===== config.mk =====
export PLATFORM = sky130hd
export DESIGN_NAME = vlc_bitstream_scheduler_flat
export DESIGN_NICKNAME = d
export VERILOG_FILES = /design/src/rtl/vlc_bitstream_scheduler_if.sv /design/src/rtl/vlc_bitstream_scheduler.sv /design/src/flat_wrapper.sv
export SDC_FILE = /design/constraint.sdc
export NUM_CORES = 1
export LEC_CHECK = 0
export CORE_MARGIN = 2
export CORE_UTILIZATION = 41
export CTS_BUF_LIST = sky130_fd_sc_hd__clkbuf_8
export DETAILED_ROUTE_END_ITERATION = 8
export HOLD_SLACK_MARGIN = 0.08
export PLACE_DENSITY = 0.76
export SKIP_CTS_REPAIR_TIMING = 1
export SYNTH_ARGS = -nofsm -noshare
export SYNTH_HDL_FRONTEND = slang
export SYNTH_SLANG_ARGS = --single-unit
export TNS_END_PERCENT = 50

===== constraint.sdc =====
create_clock -name clock -period 4.3 [get_ports clock]
set_input_delay 1.075 -clock clock [delete_from_list [all_inputs] [get_ports clock]]
set_output_delay 1.075 -clock clock [all_outputs]
set_load 0.02 [all_outputs]

===== src/rtl/vlc_bitstream_scheduler_if.sv =====
// Codeword bus between the three VLC producers, the scheduler and the set_bit
// packer.
//   dc_*  / run_* / lvl_*     : valid/ready codeword channels from the producers
//   lvl_last                  : marks the final AC level codeword of a slice
//   set_bit_*                 : codeword/flush stream to the packer
// The slave modport is the scheduler's view. It accepts codewords on the
// channels and drives the packer stream. The master modport is the opposite
// view, used by the producers and the packer, or by a testbench standing in
// for them.
interface vlc_bitstream_scheduler_if;
  logic        dc_valid;
  logic        dc_ready;
  logic [31:0] dc_val;
  logic [5:0]  dc_size;
  logic        run_valid;
  logic        run_ready;
  logic [31:0] run_val;
  logic [5:0]  run_size;
  logic        lvl_valid;
  logic        lvl_ready;
  logic [31:0] lvl_val;
  logic [5:0]  lvl_size;
  logic        lvl_last;
  logic        set_bit_enable;
  logic [31:0] set_bit_val;
  logic [5:0]  set_bit_size_of_bit;
  logic        set_bit_flush_bit;

  modport slave (
    input  dc_valid, dc_val, dc_size,
    input  run_valid, run_val, run_size,
    input  lvl_valid, lvl_val, lvl_size, lvl_last,
    output dc_ready, run_ready, lvl_ready,
    output set_bit_enable, set_bit_val, set_bit_size_of_bit, set_bit_flush_bit
  );

  modport master (
    output dc_valid, dc_val, dc_size,
    output run_valid, run_val, run_size,
    output lvl_valid, lvl_val, lvl_size, lvl_last,
    input  dc_ready, run_ready, lvl_ready,
    input  set_bit_enable, set_bit_val, set_bit_size_of_bit, set_bit_flush_bit
  );
endinterface


===== src/rtl/vlc_bitstream_scheduler.sv =====
// Shares one set_bit packer among the DC, AC run and AC level VLC producers.
// A slice emits all of its DC codewords first. AC codewords then alternate
// run, level, run, level. The slice ends with one flush pulse, followed by a
// slice_done pulse.
// Ports:
//   clock, reset_n        : clock, async active-low reset
//   slice_start           : start pulse, honoured only in IDLE
//   block_num, ac_none    : slice shape, sampled on an accepted slice_start
//   cw                    : codeword channels and packer stream (interface)
//   busy                  : state != IDLE
//   slice_done            : one-cycle end-of-slice pulse
//   slice_bits            : saturating bit count of the current or last slice
//   size_error            : sticky, set by a codeword longer than MAX_CW
module vlc_bitstream_scheduler #(
  parameter int BLK_W  = 8,
  parameter int BITS_W = 24,
  parameter int MAX_CW = 32
) (
  input  logic                  clock,
  input  logic                  reset_n,
  input  logic                  slice_start,
  input  logic [BLK_W-1:0]      block_num,
  input  logic                  ac_none,
  vlc_bitstream_scheduler_if.slave cw,
  output logic                  busy,
  output logic                  slice_done,
  output logic [BITS_W-1:0]     slice_bits,
  output logic                  size_error
);

  typedef enum logic [2:0] {S_IDLE, S_DC, S_AC_RUN, S_AC_LVL, S_FLUSH, S_DONE} state_t;

  localparam logic [6:0] MAX_SZ = 7'(MAX_CW);

  state_t            state_q, state_d;
  logic [BLK_W-1:0]  dc_count_q, dc_count_d;
  logic [BLK_W-1:0]  blk_q, blk_d;
  logic              ac_none_q, ac_none_d;
  logic              en_q, en_d;
  logic [31:0]       val_q, val_d;
  logic [5:0]        size_q, size_d;
  logic              flush_q, flush_d;
  logic              done_q, done_d;
  logic [BITS_W-1:0] bits_q, bits_d;
  logic              err_q, err_d;

  logic              x_dc, x_run, x_lvl, x_any;
  logic [31:0]       x_val;
  logic [5:0]        x_size;
  logic [BITS_W:0]   bits_sum;

  // Readies depend only on state, so each state accepts exactly one channel.
  assign cw.dc_ready  = (state_q == S_DC);
  assign cw.run_ready = (state_q == S_AC_RUN);
  assign cw.lvl_ready = (state_q == S_AC_LVL);

  assign x_dc  = cw.dc_valid  & cw.dc_ready;
  assign x_run = cw.run_valid & cw.run_ready;
  assign x_lvl = cw.lvl_valid & cw.lvl_ready;
  assign x_any = x_dc | x_run | x_lvl;

  always_comb begin
    x_val  = cw.dc_val;
    x_size = cw.dc_size;
    if (x_run) begin
      x_val  = cw.run_val;
      x_size = cw.run_size;
    end else if (x_lvl) begin
      x_val  = cw.lvl_val;
      x_size = cw.lvl_size;
    end
  end

  // One extra bit catches the carry so the count saturates instead of wrapping.
  assign bits_sum = {1'b0, bits_q} + {{(BITS_W-5){1'b0}}, x_size};

  always_comb begin
    state_d    = state_q;
    dc_count_d = dc_count_q;
    blk_d      = blk_q;
    ac_none_d  = ac_none_q;
    en_d       = 1'b0;
    val_d      = val_q;
    size_d     = size_q;
    flush_d    = 1'b0;
    done_d     = 1'b0;
    bits_d     = bits_q;
    err_d      = err_q;

    // A zero-size or oversize codeword still advances sequencing, but it is
    // not sent to the packer.
    if (x_any) begin
      if (x_size != 6'd0 && {1'b0, x_size} <= MAX_SZ) begin
        en_d   = 1'b1;
        val_d  = x_val;
        size_d = x_size;
        bits_d = bits_sum[BITS_W] ? {BITS_W{1'b1}} : bits_sum[BITS_W-1:0];
      end else if ({1'b0, x_size} > MAX_SZ) begin
        err_d = 1'b1;
      end
    end

    unique case (state_q)
      S_IDLE: begin
        if (slice_start) begin
          bits_d     = '0;
          dc_count_d = '0;
          blk_d      = block_num;
          ac_none_d  = ac_none;
          if (block_num == '0) state_d = ac_none ? S_FLUSH : S_AC_RUN;
          else                 state_d = S_DC;
        end
      end
      S_DC: begin
        if (x_dc) begin
          dc_count_d = dc_count_q + 1'b1;
          if (dc_count_q == blk_q - 1'b1) state_d = ac_none_q ? S_FLUSH : S_AC_RUN;
        end
      end
      S_AC_RUN: if (x_run) state_d = S_AC_LVL;
      S_AC_LVL: if (x_lvl) state_d = cw.lvl_last ? S_FLUSH : S_AC_RUN;
      S_FLUSH: begin
        flush_d = 1'b1;
        state_d = S_DONE;
      end
      S_DONE: begin
        done_d  = 1'b1;
        state_d = S_IDLE;
      end
      default: state_d = S_IDLE;
    endcase
  end

  always_ff @(posedge clock or negedge reset_n) begin
    if (!reset_n) begin
      state_q    <= S_IDLE;
      dc_count_q <= '0;
      blk_q      <= '0;
      ac_none_q  <= 1'b0;
      en_q       <= 1'b0;
      val_q      <= '0;
      size_q     <= '0;
      flush_q    <= 1'b0;
      done_q     <= 1'b0;
      bits_q     <= '0;
      err_q      <= 1'b0;
    end else begin
      state_q    <= state_d;
      dc_count_q <= dc_count_d;
      blk_q      <= blk_d;
      ac_none_q  <= ac_none_d;
      en_q       <= en_d;
      val_q      <= val_d;
      size_q     <= size_d;
      flush_q    <= flush_d;
      done_q     <= done_d;
      bits_q     <= bits_d;
      err_q      <= err_d;
    end
  end

  assign cw.set_bit_enable      = en_q;
  assign cw.set_bit_val         = val_q;
  assign cw.set_bit_size_of_bit = size_q;
  assign cw.set_bit_flush_bit   = flush_q;
  assign busy                   = (state_q != S_IDLE);
  assign slice_done             = done_q;
  assign slice_bits             = bits_q;
  assign size_error             = err_q;

endmodule


===== src/flat_wrapper.sv =====
// flat-port wrapper written by rule: the top's interface ports become plain ports
module vlc_bitstream_scheduler_flat 
#(
  parameter int BLK_W  = 8,
  parameter int BITS_W = 24,
  parameter int MAX_CW = 32
)
  (clock, reset_n, slice_start, block_num, ac_none, busy, slice_done, slice_bits, size_error, cw_dc_valid, cw_dc_val, cw_dc_size, cw_run_valid, cw_run_val, cw_run_size, cw_lvl_valid, cw_lvl_val, cw_lvl_size, cw_lvl_last, cw_dc_ready, cw_run_ready, cw_lvl_ready, cw_set_bit_enable, cw_set_bit_val, cw_set_bit_size_of_bit, cw_set_bit_flush_bit);
  vlc_bitstream_scheduler_if cw_i ();
  input  logic clock;
  input  logic reset_n;
  input  logic slice_start;
  input  logic [BLK_W-1:0] block_num;
  input  logic ac_none;
  output logic busy;
  output logic slice_done;
  output logic [BITS_W-1:0] slice_bits;
  output logic size_error;
  input wire logic [$bits(cw_i.dc_valid)-1:0] cw_dc_valid;
  input wire logic [$bits(cw_i.dc_val)-1:0] cw_dc_val;
  input wire logic [$bits(cw_i.dc_size)-1:0] cw_dc_size;
  input wire logic [$bits(cw_i.run_valid)-1:0] cw_run_valid;
  input wire logic [$bits(cw_i.run_val)-1:0] cw_run_val;
  input wire logic [$bits(cw_i.run_size)-1:0] cw_run_size;
  input wire logic [$bits(cw_i.lvl_valid)-1:0] cw_lvl_valid;
  input wire logic [$bits(cw_i.lvl_val)-1:0] cw_lvl_val;
  input wire logic [$bits(cw_i.lvl_size)-1:0] cw_lvl_size;
  input wire logic [$bits(cw_i.lvl_last)-1:0] cw_lvl_last;
  output wire logic [$bits(cw_i.dc_ready)-1:0] cw_dc_ready;
  output wire logic [$bits(cw_i.run_ready)-1:0] cw_run_ready;
  output wire logic [$bits(cw_i.lvl_ready)-1:0] cw_lvl_ready;
  output wire logic [$bits(cw_i.set_bit_enable)-1:0] cw_set_bit_enable;
  output wire logic [$bits(cw_i.set_bit_val)-1:0] cw_set_bit_val;
  output wire logic [$bits(cw_i.set_bit_size_of_bit)-1:0] cw_set_bit_size_of_bit;
  output wire logic [$bits(cw_i.set_bit_flush_bit)-1:0] cw_set_bit_flush_bit;
  assign cw_i.dc_valid = cw_dc_valid;
  assign cw_i.dc_val = cw_dc_val;
  assign cw_i.dc_size = cw_dc_size;
  assign cw_i.run_valid = cw_run_valid;
  assign cw_i.run_val = cw_run_val;
  assign cw_i.run_size = cw_run_size;
  assign cw_i.lvl_valid = cw_lvl_valid;
  assign cw_i.lvl_val = cw_lvl_val;
  assign cw_i.lvl_size = cw_lvl_size;
  assign cw_i.lvl_last = cw_lvl_last;
  assign cw_dc_ready = cw_i.dc_ready;
  assign cw_run_ready = cw_i.run_ready;
  assign cw_lvl_ready = cw_i.lvl_ready;
  assign cw_set_bit_enable = cw_i.set_bit_enable;
  assign cw_set_bit_val = cw_i.set_bit_val;
  assign cw_set_bit_size_of_bit = cw_i.set_bit_size_of_bit;
  assign cw_set_bit_flush_bit = cw_i.set_bit_flush_bit;
  vlc_bitstream_scheduler #(.BLK_W(BLK_W), .BITS_W(BITS_W), .MAX_CW(MAX_CW)) u_core (.clock(clock), .reset_n(reset_n), .slice_start(slice_start), .block_num(block_num), .ac_none(ac_none), .cw(cw_i), .busy(busy), .slice_done(slice_done), .slice_bits(slice_bits), .size_error(size_error));
endmodule

# Word-level counts from Yosys, hierarchy flattened
# Index checks and enable logic that the tools add are counted.
[op_classes]
addsub = 3
n_reduce_logical = 11
bitwise = 6
n_lt_le_gt_ge = 2
n_eq_ne = 11
muxes = 26
[ops]
columns = ["op", "count"]
rows = [
  ["24-bit 2-to-1 mux", 5],
  ["32-bit 2-to-1 mux", 2],
  ["3-bit 2-to-1 mux", 9],
  ["24-bit by 6-bit adder with 25-bit output", 1],
  ["8-bit 2-to-1 mux", 2],
  ["8-bit case mux with 2 select lines", 1],
  ["3-bit case mux with 5 select lines", 1],
  ["6-bit 2-to-1 mux", 2],
  ["2-bit inequality test, second input constant", 5],
  ["8-bit by 1-bit adder with 8-bit output, second input constant", 1],
  ["8-bit equality test", 1],
  ["8-bit zero test", 1],
  ["8-bit by 1-bit subtractor with 8-bit output, second input constant", 1],
  ["3-bit by 2-bit equality test with 1-bit output, second input constant", 2],
  ["3-bit equality test, second input constant", 2],
  ["6-bit > comparator, second input constant", 1],
  ["6-bit less-or-equal comparator, second input constant", 1],
  ["3-bit AND reduction", 2],
  ["6-bit nonzero test", 1],
  ["5-bit AND reduction", 1],
  ["1-bit 2-to-1 mux", 4],
  ["2-bit AND reduction", 2],
  ["1-bit AND", 3],
  ["3-bit by 1-bit equality test with 1-bit output, second input constant", 1],
  ["other kinds (6)", 7],
]
[word_totals]
in_bits = 130
register_bits = 86
elab_cells = 70

# Longest topological paths before layout
# Gate-level depths: netlist of run 1.
[depth]
ltp_word = 10
ltp_mapped = 16
depth_no_buf = 13

# Least setup slack after synthesis of run 1
# Ideal clock, no wire load.
[synth_timing]
path_type = "input to register"
from = "input port cw_lvl_valid"
to = "register u_core.bits_q[20], in the netlist u_core.slice_bits[20]"
cell_stages = 14
arrival_time_ns = 3.741
setup_slack_ns = 0.419
n_path_buf = 2
setup_time_ns = 0.140
t_required_ns = 4.160
path_cell_list = "nand4b_4 -> buf_1 -> mux2i_1 -> o21ai_0 -> ha_1 -> inv_1 -> fa_1 -> nor2b_1 -> o31a_1 -> o211a_1 -> buf_1 -> nand2_1 -> nor4bb_1 -> a211oi_1"
[synth_between]
elab_chain_cells = 9
word_cells_on_any_way = 13
[synth_lines]
columns = ["item", "line", "rtl"]
rows = [
  ["start: declaration", "flat_wrapper.sv:25", "input wire logic [$bits(cw_i.lvl_valid)-1:0] cw_lvl_valid;"],
  ["1-bit AND (*)", "vlc_bitstream_scheduler.sv:59", "assign x_lvl = cw.lvl_valid & cw.lvl_ready;"],
  ["6-bit 2-to-1 mux (*)", "vlc_bitstream_scheduler.sv:68", "end else if (x_lvl) begin"],
  ["6-bit 2-to-1 mux (*)", "vlc_bitstream_scheduler.sv:65", "if (x_run) begin"],
  ["via u_core.x_size[0]", "vlc_bitstream_scheduler.sv:49", "logic [5:0] x_size;"],
  ["24-bit by 6-bit adder with 25-bit output (tied with other cells)", "vlc_bitstream_scheduler.sv:75", "assign bits_sum = {1'b0, bits_q} + {{(BITS_W-5){1'b0}}, x_size};"],
  ["24-bit 2-to-1 mux / 1-bit logical AND (equally long branches)", "vlc_bitstream_scheduler.sv:97, vlc_bitstream_scheduler.sv:93", ""],
  ["24-bit 2-to-1 mux (*)", "vlc_bitstream_scheduler.sv:93", "if (x_size != 6'd0 && {1'b0, x_size} <= MAX_SZ) begin"],
  ["24-bit 2-to-1 mux (*)", "vlc_bitstream_scheduler.sv:92", "if (x_any) begin"],
  ["24-bit 2-to-1 mux", "vlc_bitstream_scheduler.sv:105", "if (slice_start) begin"],
  ["24-bit 2-to-1 mux (*)", "vlc_bitstream_scheduler.sv:103", "unique case (state_q)"],
  ["via u_core.bits_d[20]", "vlc_bitstream_scheduler.sv:44", "logic [BITS_W-1:0] bits_q, bits_d;"],
  ["end signal: assignment", "vlc_bitstream_scheduler.sv:157", "bits_q <= bits_d;"],
  ["end: declaration", "vlc_bitstream_scheduler.sv:44", ""],
]
# Mark *: on every way through the listed nets, which the timed path passes. The rest lies on a longest branch.
# A chain may end at the register's enable or synchronous reset.

# Worst setup path in the final report of run 1
[layout_timing]
from = "input port cw_lvl_valid"
to = "register u_core.bits_q[15], in the netlist u_core.slice_bits[15]"
# Same word-level chain as after synthesis.

==> impl_metrics.yaml, run 1 <==
status:
  outcome: "finished clean"
die:
  die_height_um: 117
  die_area_mm2: 0.0136
  die_width_um: 117
  placementRows: 41
  ioPinCount: 200
  core_region_area_mm2: 0.0125
  initial_core_util_pct: 41.5
routing:
  via_count: 5265
  routed.top_layer: "met4"
  vias_per_cell: 5.42
  drcViolationCount: 0
  route.met2.wl_um: 8270
  met1_length_um: 6760
  drt_first_pass_iters: 5
  ant_nets: 0
  drt-total-wl_um: 16300
  drt-initial-drc-count: 388
  met3RoutedLength_um: 963
  wl_per_cell_um: 16.8
placed_design:
  port_buffers: 199
  dpl.cell_count: 956
  place_area_mm2: 0.00732
  dpl_worst_slack_ps: 14.3
  gpl.final_weighted_congestion: 0.856
  detailedPlacementHpwl_um: 12400
timing:
  drv_slew: 0
  finalSetupTns_ps: 0
  clock_skew_ps: 10.4
  post-route-min-period_ps: 3890
  fmax_ghz: 0.257
  fin_ws_ps: 411
  hold_viol_final: 0
  hold_slack_ps: 474
  rsz0062_at_grt: "no"
  slew_headroom_pct: 25.7
  fin_crit_sh_pct: 90.4
  worst_pin_slew_ps: 1110
  report.final.setup_viol: 0
critical_path:
  worstSetupPathType: "in2reg"
  worst_r2r_path_depth: 13
  crit-reg2reg-launch: "u_core.state_q[0]"
  r2r_setup_slack_ps: 930
  startpoint_type: "input pin"
  crit_required_ps: 4550
  crit_path_end_kind: "flip-flop"
  crit_arrival_ps: 4140
  highest_fanout_seen_on_the_critical_path: 9
  ff_to_ff_end: "u_core.slice_bits[7]"
clocking:
  cts_max_path_buffers: 2
  worst_skew_pair.late_latency_ps: 370
  clkSlewWorstSetupHoldPaths_ps: 90
  tritoncts_clock_tree: "built"
  clk_root_buffer_cell: "sky130_fd_sc_hd__clkbuf_8"
  cts_inserted_buffers: 9
  cts.htree.levels: 3
  number_of_sinks_handled_by_clock_tree_synthesis: 86
logic_synthesis:
  synth-edff-count: 0
  synth_flop_cell: "sky130_fd_sc_hd__dfrtp_1"
  mappedNetlistNets: 744
  synth.lib_cells_used.distinct: 60
  synth_area_mm2: 0.00520
  fraction_of_the_yosys_area_taken_by_sequential_cells_pct: 41.4
  asyncSetResetFlopFracSynth_pct: 100
  synth.avg_cell_area_um2: 8.59
  synth_warnings: 0
  syn_inst: 605
  yosys_register_bits: 86
final_layout:
  areaGrowthSynthToFinish_pct: 45.2
  final_layout_size_suffix_gt1_share_pct: 5.50
  net_count_final: 934
  final_area_mm2: 0.00755
  fin_util_pct: 60.3
  finalNonFillerCells: 972
  antenna_cells_inserted: 0
global_routing:
  grt_pass1_wl_um: 24900
  antenna_violations_before_repair: 0
  grt_usage_pct: 23.5
  number_of_global_route_vias_before_repair: 5048
  largest_net_degree_at_the_start_of_global_routing: 87
  gr-total-overflow: 0
pwr:
  finalPower_mw: 4.26
  leakage_nw: 3.38
  power_density_mw_per_mm2: 565
  vdd_drop_max_mv: 0.275
hold_path:
  hold_end: "u_core.cw.set_bit_size_of_bit[3]"
  worst_hold_path.num_cells: 2
  hold_path_class: "reg2reg"
  hold_path_startpoint: "u_core.cw.set_bit_size_of_bit[3]"
flow_run:
  max-cap-violations: 0
[flip-flops by register name, indices dropped and copies added (netlist names)]
signal / cells
u_core.cw.set_bit_flush_bit: 1
u_core.cw.set_bit_size_of_bit: 6
u_core.slice_done: 1
u_core.cw.set_bit_enable: 1
u_core.ac_none_q: 1
u_core.cw.set_bit_val: 32
u_core.dc_count_q: 8
u_core.slice_bits: 24
u_core.state_q: 3
u_core.blk_q: 8
u_core.size_error: 1
[synthesized netlist by cell type, drive strengths merged, types with 2 or more instances]
master / count / area, um^2
buf: 24 / 154
o211ai: 2 / 15.0
nor3b: 4 / 35.0
clkbuf: 12 / 45.0
a31oi: 3 / 18.8
nand4: 4 / 25.0
xor2: 11 / 96.3
dfrtp: 86 / 2150
o31a: 2 / 17.5
xnor2: 7 / 61.3
o22ai: 3 / 18.8
inv: 14 / 52.6
o211a: 3 / 30.0
a221oi: 2 / 17.5
a21o: 2 / 15.0
and2: 2 / 12.5
mux2i: 39 / 390
or3: 3 / 18.8
a41oi: 3 / 26.3
nor4: 12 / 75.1
o2111ai: 3 / 26.3
or2: 3 / 18.8
o21a: 2 / 15.0
and3: 6 / 37.5
ha: 8 / 100
or4: 8 / 60.1
a21oi: 46 / 230
a211oi: 5 / 47.5
nor3: 25 / 130
o32ai: 2 / 17.5
o41ai: 4 / 35.0
nor2: 66 / 248
o21ai: 55 / 275
nand3: 13 / 65.1
nand2: 98 / 368
nand2b: 4 / 25.0
o21bai: 2 / 15.0
a311oi: 4 / 58.8
[worst max-delay path by stage]
stage,start,endpoint,slack (ps)
floorplan,cw_lvl_valid,u_core.slice_bits[20],420
global placement,cw_lvl_valid,u_core.slice_bits[7],100
detailed placement,cw_lvl_valid,u_core.slice_bits[7],10
CTS,cw_lvl_valid,u_core.slice_bits[7],410
global route,cw_lvl_valid,u_core.slice_bits[7],50
finish,cw_lvl_valid,u_core.slice_bits[15],410
[worst max-delay path, cell delays in order]
cell and delay, ps:
sky130_fd_sc_hd__clkdlybuf4s50_1 580, sky130_fd_sc_hd__nand4b_4 130, sky130_fd_sc_hd__buf_4 210, sky130_fd_sc_hd__mux2i_1 120, sky130_fd_sc_hd__o21ai_0 270, sky130_fd_sc_hd__ha_1 340
sky130_fd_sc_hd__nor2b_1 160, sky130_fd_sc_hd__o31a_1 250, sky130_fd_sc_hd__buf_4 150, sky130_fd_sc_hd__o2111ai_1 290, sky130_fd_sc_hd__nand3_1 200, sky130_fd_sc_hd__o31ai_1 270
sky130_fd_sc_hd__a21oi_1 90
[cell families (layout without fill, tap and decap cells)]
logic type | Yosys count | count (layout) | synth area share (%)
muxes | 40 | 40 | 7.73
and+or+nand+nor | 254 | 254 | 22.8
xor gates and xnor gates | 18 | 18 | 3.03
adders and majority gates | 9 | 9 | 2.31
buffers and inverters | 50 | 245 | 4.84
AOI/OAI and AO/OA | 148 | 148 | 17.8
DFF | 86 | 86 | 41.4
[area by class of cell]
| class | instances | area [um^2] |
|---|---|---|
| fill | 1140 | 4970 |
| multi-input combinational | 469 | 2800 |
| sequential | 86 | 2150 |
| timing repair buffer | 215 | 2110 |
| tap | 172 | 215 |
| clock buffer | 10 | 138 |
| clock inverter | 6 | 86.3 |
| inverter | 14 | 52.6 |
[metal layers]
| layer | global-route usage (%) | vias to the layer above |
|---|---|---|
| met4 | 7.06 | 0 |
| met5 | 0 | - |
| met1 | 29.2 | 2504 |
| li1 | - | 2545 |
| met2 | 39.9 | 180 |
| met3 | 6.49 | 36 |
[layout by cell type, fill, tap and decap left out, drive strengths merged, types with 4 or more instances in the layout]
cell           Yosys  final
nand2             98     98
nand3             13     13
a211oi             5      5
or4                8      8
dfrtp             86     86
clkbuf            12     10
nand4              4      4
ha                 8      8
a21oi             46     46
inv               14     15
nor3              25     25
nor2              66     66
buf               24     17
o21ai             55     55
xor2              11     11
and3               6      6
nor4              12     12
clkdlybuf4s50      0    198
nor3b              4      4
nand2b             4      4
mux2i             39     39
xnor2              7      7
o41ai              4      4
a311oi             4      4
[power by group]
| part | switching (mW) | leakage (nW) | total, mW | internal [mW] |
|---|---|---|---|---|
| sequential | 0.238 | 1.11 | 1.33 | 1.09 |
| clock | 0.298 | 0.118 | 0.640 | 0.342 |
| combinational | 1.27 | 2.15 | 2.30 | 1.03 |
(Power assumes the default switching activity.)
==> run 2, diff against run 1 <==
--- a/config.mk
+++ b/config.mk
@@ -10,7 +10,7 @@
 export CTS_BUF_LIST = sky130_fd_sc_hd__clkbuf_8
 export DETAILED_ROUTE_END_ITERATION = 8
 export HOLD_SLACK_MARGIN = 0.08
-export PLACE_DENSITY = 0.76
+export PLACE_DENSITY = 0.77
 export SKIP_CTS_REPAIR_TIMING = 1
 export SYNTH_ARGS = -nofsm -noshare
 export SYNTH_HDL_FRONTEND = slang
==> run 2 against run 1 <==
Maximum frequency shrank 4.2%. Sequential share of layout area is 0.14 points lower. Hold slack worse by 6.5 ps. Highest routed layer unchanged. Total power is 2.9% higher. Critical path type unchanged. Die area unchanged. Largest power group unchanged.
==> impl_metrics.yaml, run 2 (same netlist as run 1, synthesis figures left out) <==
status:
  outcome: "finished clean"
critical_path:
  crit_required_ps: 4610
  crit_path_end_kind: "flip-flop"
  worst_path_largest_cell_delay_ps: 570
  r2r_setup_slack_ps: 800
  worstSetupPathType: "in2reg"
  highest_fanout_seen_on_the_critical_path: 6
  crit_arrival_ps: 4370
  startpoint_type: "input pin"
  cells_along_the_critical_path: "clkdlybuf4s50_1, nand4b_4, mux2i_1, o21ai_0, ha_1, inv_1, fa_1, nor2b_1, o31a_1, o21ai_0, nor4_1, buf_4, nor4_1, a211oi_2"
  ff_to_ff_end: "u_core.slice_bits[7]"
  setup.worst_path.start: "cw_lvl_valid"
  cp.buffers_inverters: 3
  crit-reg2reg-launch: "u_core.state_q[0]"
  worst_r2r_path_depth: 13
  cpLargestDelayFamily: "buffers and inverters"
  critPathSlowestCell: "sky130_fd_sc_hd__clkdlybuf4s50_1"
routing:
  wl_per_cell_um: 16.5
  vias_per_cell: 5.39
  ant_nets: 0
  drt-initial-drc-count: 375
  via_count: 5239
  drt-total-wl_um: 16100
  drcViolationCount: 0
  drt_first_pass_iters: 5
final_layout:
  net_count_final: 934
  final_area_mm2: 0.00759
  finalNonFillerCells: 972
  antenna_cells_inserted: 0
  final_layout_size_suffix_gt1_share_pct: 5.50
  areaGrowthSynthToFinish_pct: 46.0
  largest_register_ffs: 32
  final_common_cell: "sky130_fd_sc_hd__clkdlybuf4s50_1"
  layout_common_cells: "sky130_fd_sc_hd__clkdlybuf4s50_1, sky130_fd_sc_hd__nand2_1, sky130_fd_sc_hd__dfrtp_1"
  fin_util_pct: 60.6
clocking:
  clk_root_buffer_cell: "sky130_fd_sc_hd__clkbuf_8"
  cts_inserted_buffers: 9
  tritoncts_clock_tree: "built"
  worst_skew_pair.late_latency_ps: 390
  clkSlewWorstSetupHoldPaths_ps: 90
  number_of_sinks_handled_by_clock_tree_synthesis: 86
  cts_max_path_buffers: 2
  cts.htree.levels: 3
timing:
  slew_headroom_pct: 27.9
  hold_viol_final: 0
  worst_pin_slew_ps: 1080
  hold_slack_ps: 468
  clock_skew_ps: 14.0
  fin_ws_ps: 239
  report.final.setup_viol: 0
  fmax_ghz: 0.246
  fin_crit_sh_pct: 94.5
  rsz0062_at_grt: "no"
  drv_slew: 0
  finalSetupTns_ps: 0
  post-route-min-period_ps: 4060
die:
  die_width_um: 117
  initial_core_util_pct: 41.5
  ioPinCount: 200
  die_area_mm2: 0.0136
  core_region_area_mm2: 0.0125
  placementRows: 41
  die_height_um: 117
pwr:
  power_density_mw_per_mm2: 578
  vdd_drop_max_mv: 0.256
  leakage_nw: 3.39
  finalPower_mw: 4.39
global_routing:
  grt_usage_pct: 23.6
  gr-total-overflow: 0
  number_of_global_route_vias_before_repair: 5053
  antenna_violations_before_repair: 0
  grt_pass1_wl_um: 25100
  largest_net_degree_at_the_start_of_global_routing: 87
placed_design:
  port_buffers: 199
  dpl_worst_slack_ps: -112
  place_area_mm2: 0.00732
  detailedPlacementHpwl_um: 12200
  gpl.final_weighted_congestion: 0.888
  dpl.cell_count: 956
hold_path:
  worst_hold_path.num_cells: 2
  hold_path_class: "reg2reg"
  hold_end: "u_core.cw.set_bit_size_of_bit[4]"
  hold_path_startpoint: "u_core.cw.set_bit_size_of_bit[4]"
flow_run:
  max-cap-violations: 0
-- run 2: changes by cell type in the layout (fill, tap and decap cells not counted), sizes merged --
cell / change
clkinv: -1
bufinv: +2
clkbuf: -1
-- run 2: per-layer routing --
metal	vias to the layer above	GRT usage, %	routed length (um)
met5	-	0	0
li1	2540	-	-
met2	172	39.2	8060
met3	32	5.92	833
met4	0	6.75	358
met1	2495	30.6	6820
-- run 2: cell type report --
cell class                      count  area, um^2
Fill cell                        1090        4930
Multi-Input combinational cell    469        2800
Sequential cell                    86        2150
Timing Repair Buffer              215        2110
Tap cell                          172         215
Clock inverter                      7         138
Clock buffer                        9         124
Inverter                           14        52.6
-- run 2: how the worst max path moves through the flow --
| stage | endpoint | depth (start not counted) | slack (ps) |
|---|---|---|---|
| floorplan | u_core.slice_bits[20] | 14 | 420 |
| global placement | u_core.slice_bits[7] | 14 | 70 |
| detailed placement | u_core.slice_bits[7] | 14 | -110 |
| CTS | u_core.slice_bits[7] | 14 | 290 |
| global route | u_core.slice_bits[7] | 14 | 20 |
| finish | u_core.slice_bits[7] | 14 | 240 |
-- run 2: report_power, final --
group / leakage (nW) / internal, mW / switching (mW) / total (mW)
clock network: 0.135 / 0.442 / 0.307 / 0.749
registers: 1.11 / 1.09 / 0.241 / 1.33
logic: 2.15 / 1.03 / 1.28 / 2.31
-- run 2: worst min-delay path: stages (launching register included) --
cell and delay, ps:
sky130_fd_sc_hd__dfrtp_1 340, sky130_fd_sc_hd__nand2_1 50, sky130_fd_sc_hd__nand2_1 50
==> run 3, diff against run 2 <==
--- a/config.mk
+++ b/config.mk
@@ -6,11 +6,11 @@
 export NUM_CORES = 1
 export LEC_CHECK = 0
 export CORE_MARGIN = 2
-export CORE_UTILIZATION = 41
+export CORE_UTILIZATION = 46
 export CTS_BUF_LIST = sky130_fd_sc_hd__clkbuf_8
 export DETAILED_ROUTE_END_ITERATION = 8
 export HOLD_SLACK_MARGIN = 0.08
-export PLACE_DENSITY = 0.77
+export PLACE_DENSITY = 0.84
 export SKIP_CTS_REPAIR_TIMING = 1
 export SYNTH_ARGS = -nofsm -noshare
 export SYNTH_HDL_FRONTEND = slang
==> run 3 against run 2 <==
Global-route usage is 1.9 points higher. Sequential power about the same. Count of clock-buffer cells in the layout increased by 3. Utilization is 7.6 points higher. Critical path depth unchanged. Register-to-register slack worse by 110 ps. Non-clock buffer count is 4 lower. Setup slack worse by 76 ps. Design area down 1.7%.
==> impl_metrics.yaml, run 3 (same netlist as run 1, synthesis figures left out) <==
timing:
  drv_slew: 0
  hold_slack_ps: 479
  worst_pin_slew_ps: 1120
  finalSetupTns_ps: 0
  report.final.setup_viol: 0
  rsz0062_at_grt: "no"
  clock_skew_ps: 9.65
  hold_viol_final: 0
  post-route-min-period_ps: 4140
  fin_ws_ps: 162
  fmax_ghz: 0.242
  fin_crit_sh_pct: 96.2
  slew_headroom_pct: 25.4
critical_path:
  crit_path_end_kind: "flip-flop"
  crit_required_ps: 4570
  worst_r2r_path_depth: 13
  worstSetupPathType: "in2reg"
  startpoint_type: "input pin"
  crit_arrival_ps: 4400
  worst_setup_path_endpoint: "u_core.slice_bits[23]"
  critPathSlowestCell: "sky130_fd_sc_hd__clkdlybuf4s50_1"
  crit-reg2reg-launch: "u_core.state_q[0]"
  highest_fanout_seen_on_the_critical_path: 5
  setup.worst_path.start: "cw_lvl_valid"
  worst_path_largest_cell_delay_ps: 570
  cells_along_the_critical_path: "clkdlybuf4s50_1, nand4b_4, mux2i_1, o21ai_0, ha_1, inv_1, fa_1, nor2b_1, o31a_1, o21ai_0, nor4_1, buf_4, o41ai_1, o21ai_0"
  ff_to_ff_end: "u_core.slice_bits[23]"
  r2r_setup_slack_ps: 690
  critical_path.most_common_cell: "sky130_fd_sc_hd__o21ai_0"
clocking:
  cts.htree.levels: 3
  number_of_sinks_handled_by_clock_tree_synthesis: 86
  cts_max_path_buffers: 2
  clk_root_buffer_cell: "sky130_fd_sc_hd__clkbuf_8"
  worst_skew_pair.late_latency_ps: 360
  cts_inserted_buffers: 9
  clkSlewWorstSetupHoldPaths_ps: 80
  tritoncts_clock_tree: "built"
pwr:
  share_of_total_power_consumed_by_net_switching_pct: 43.0
  leakage_nw: 3.35
  power.sequential.fraction_pct: 32.1
  internal_power_mw: 2.37
  vdd_drop_max_mv: 0.346
  net-switching-power_mw: 1.78
  combPwrFrac_pct: 55.0
  power_density_mw_per_mm2: 556
  clkPwrFrac_pct: 12.9
die:
  die_height_um: 110
  die_area_mm2: 0.0122
  ioPinCount: 200
  initial_core_util_pct: 47.5
  placementRows: 38
  core_region_area_mm2: 0.0109
  die_width_um: 110
routing:
  vias_per_cell: 5.62
  via_count: 5258
  drcViolationCount: 0
  drt-total-wl_um: 15500
  drt-initial-drc-count: 374
  ant_nets: 0
  wl_per_cell_um: 16.6
  met3RoutedLength_um: 1140
  route.met2.wl_um: 7860
  met1_length_um: 6190
  routed.top_layer: "met4"
  drt_first_pass_iters: 7
final_layout:
  layout_common_cells: "sky130_fd_sc_hd__clkdlybuf4s50_1, sky130_fd_sc_hd__nand2_1, sky130_fd_sc_hd__dfrtp_1"
  final_layout_size_suffix_gt1_share_pct: 5.15
  areaGrowthSynthToFinish_pct: 43.5
  final_common_cell: "sky130_fd_sc_hd__clkdlybuf4s50_1"
  net_count_final: 930
  largest_register_ffs: 32
  antenna_cells_inserted: 0
global_routing:
  grt_usage_pct: 25.4
  antenna_violations_before_repair: 0
  gr-total-overflow: 0
  number_of_global_route_vias_before_repair: 5083
  largest_net_degree_at_the_start_of_global_routing: 99
  grt_pass1_wl_um: 24300
placed_design:
  detailedPlacementHpwl_um: 11800
  dpl_worst_slack_ps: -109
  port_buffers: 199
  gpl.final_weighted_congestion: 0.936
flow_run:
  max-cap-violations: 0
hold_path:
  hold_path_class: "reg2reg"
status:
  outcome: "finished clean"
-- run 3: cell types whose count changed in the layout (fill, tap and decap cells not counted) --
cell	previous run	this run
sky130_fd_sc_hd__o2111ai_1	3	2
sky130_fd_sc_hd__buf_12	0	1
sky130_fd_sc_hd__buf_4	17	12
sky130_fd_sc_hd__clkinvlp_4	0	1
sky130_fd_sc_hd__clkinv_2	1	2
sky130_fd_sc_hd__clkinv_4	1	0
sky130_fd_sc_hd__clkbuf_8	9	12
sky130_fd_sc_hd__bufinv_16	4	0
sky130_fd_sc_hd__o2111ai_2	0	1
-- run 3: metrics by stage --
step	instance area (um^2)	utilization, %	power, mW	cells
floorplan	5200	-	2.73	605
global placement	7270	66.5	3.54	920
detailed placement	7270	66.5	3.62	920
CTS	7450	68.2	4.17	936
global route	7460	68.2	4.45	936
finish	7460	68.2	4.15	936
-- run 3: worst max-delay path: cells and delay by family --
family / cells / cell delay (ps)
AO/OA/AOI/OAI: 5 / 940
adder cells (fa/ha/maj): 2 / 670
buffers and inverters: 3 / 850
multiplexers: 1 / 140
AND/OR/NAND/NOR: 3 / 730
-- run 3: how the worst min path moves through the flow --
stage / cells past startpoint / to / slack, ps / from
global placement: 1 / u_core.size_error / 460 / u_core.size_error
global route: 2 / u_core.cw.set_bit_val[6] / 510 / u_core.cw.set_bit_val[6]
detailed placement: 2 / u_core.cw.set_bit_size_of_bit[4] / 460 / u_core.cw.set_bit_size_of_bit[4]
finish: 2 / u_core.cw.set_bit_size_of_bit[4] / 480 / u_core.cw.set_bit_size_of_bit[4]
floorplan: 2 / u_core.blk_q[7] / 470 / u_core.blk_q[7]
CTS: 2 / u_core.cw.set_bit_size_of_bit[4] / 490 / u_core.cw.set_bit_size_of_bit[4]
-- run 3: power by group through the flow --
stage	clock network (mW)	logic [mW]	registers, mW
floorplan	0	1.20	1.53
global placement	0	2.22	1.33
detailed placement	0	2.28	1.34
CTS	0.551	2.29	1.33
global route	0.587	2.49	1.37
finish	0.536	2.28	1.33
-- run 3: area by class of cell --
type                            count  area, um^2
Clock buffer                       12         165
Clock inverter                      4        21.3
Fill cell                         881        3480
Inverter                           14        52.6
Multi-Input combinational cell    469        2800
Sequential cell                    86        2150
Tap cell                          140         175
Timing Repair Buffer              211        2090
-- run 3: per-layer routing --
| metal | global-route usage (%) | vias up |
|---|---|---|
| li1 | - | 2530 |
| met1 | 31.9 | 2472 |
| met2 | 43.4 | 217 |
| met3 | 6.23 | 39 |
| met4 | 7.77 | 0 |
| met5 | 0 | - |
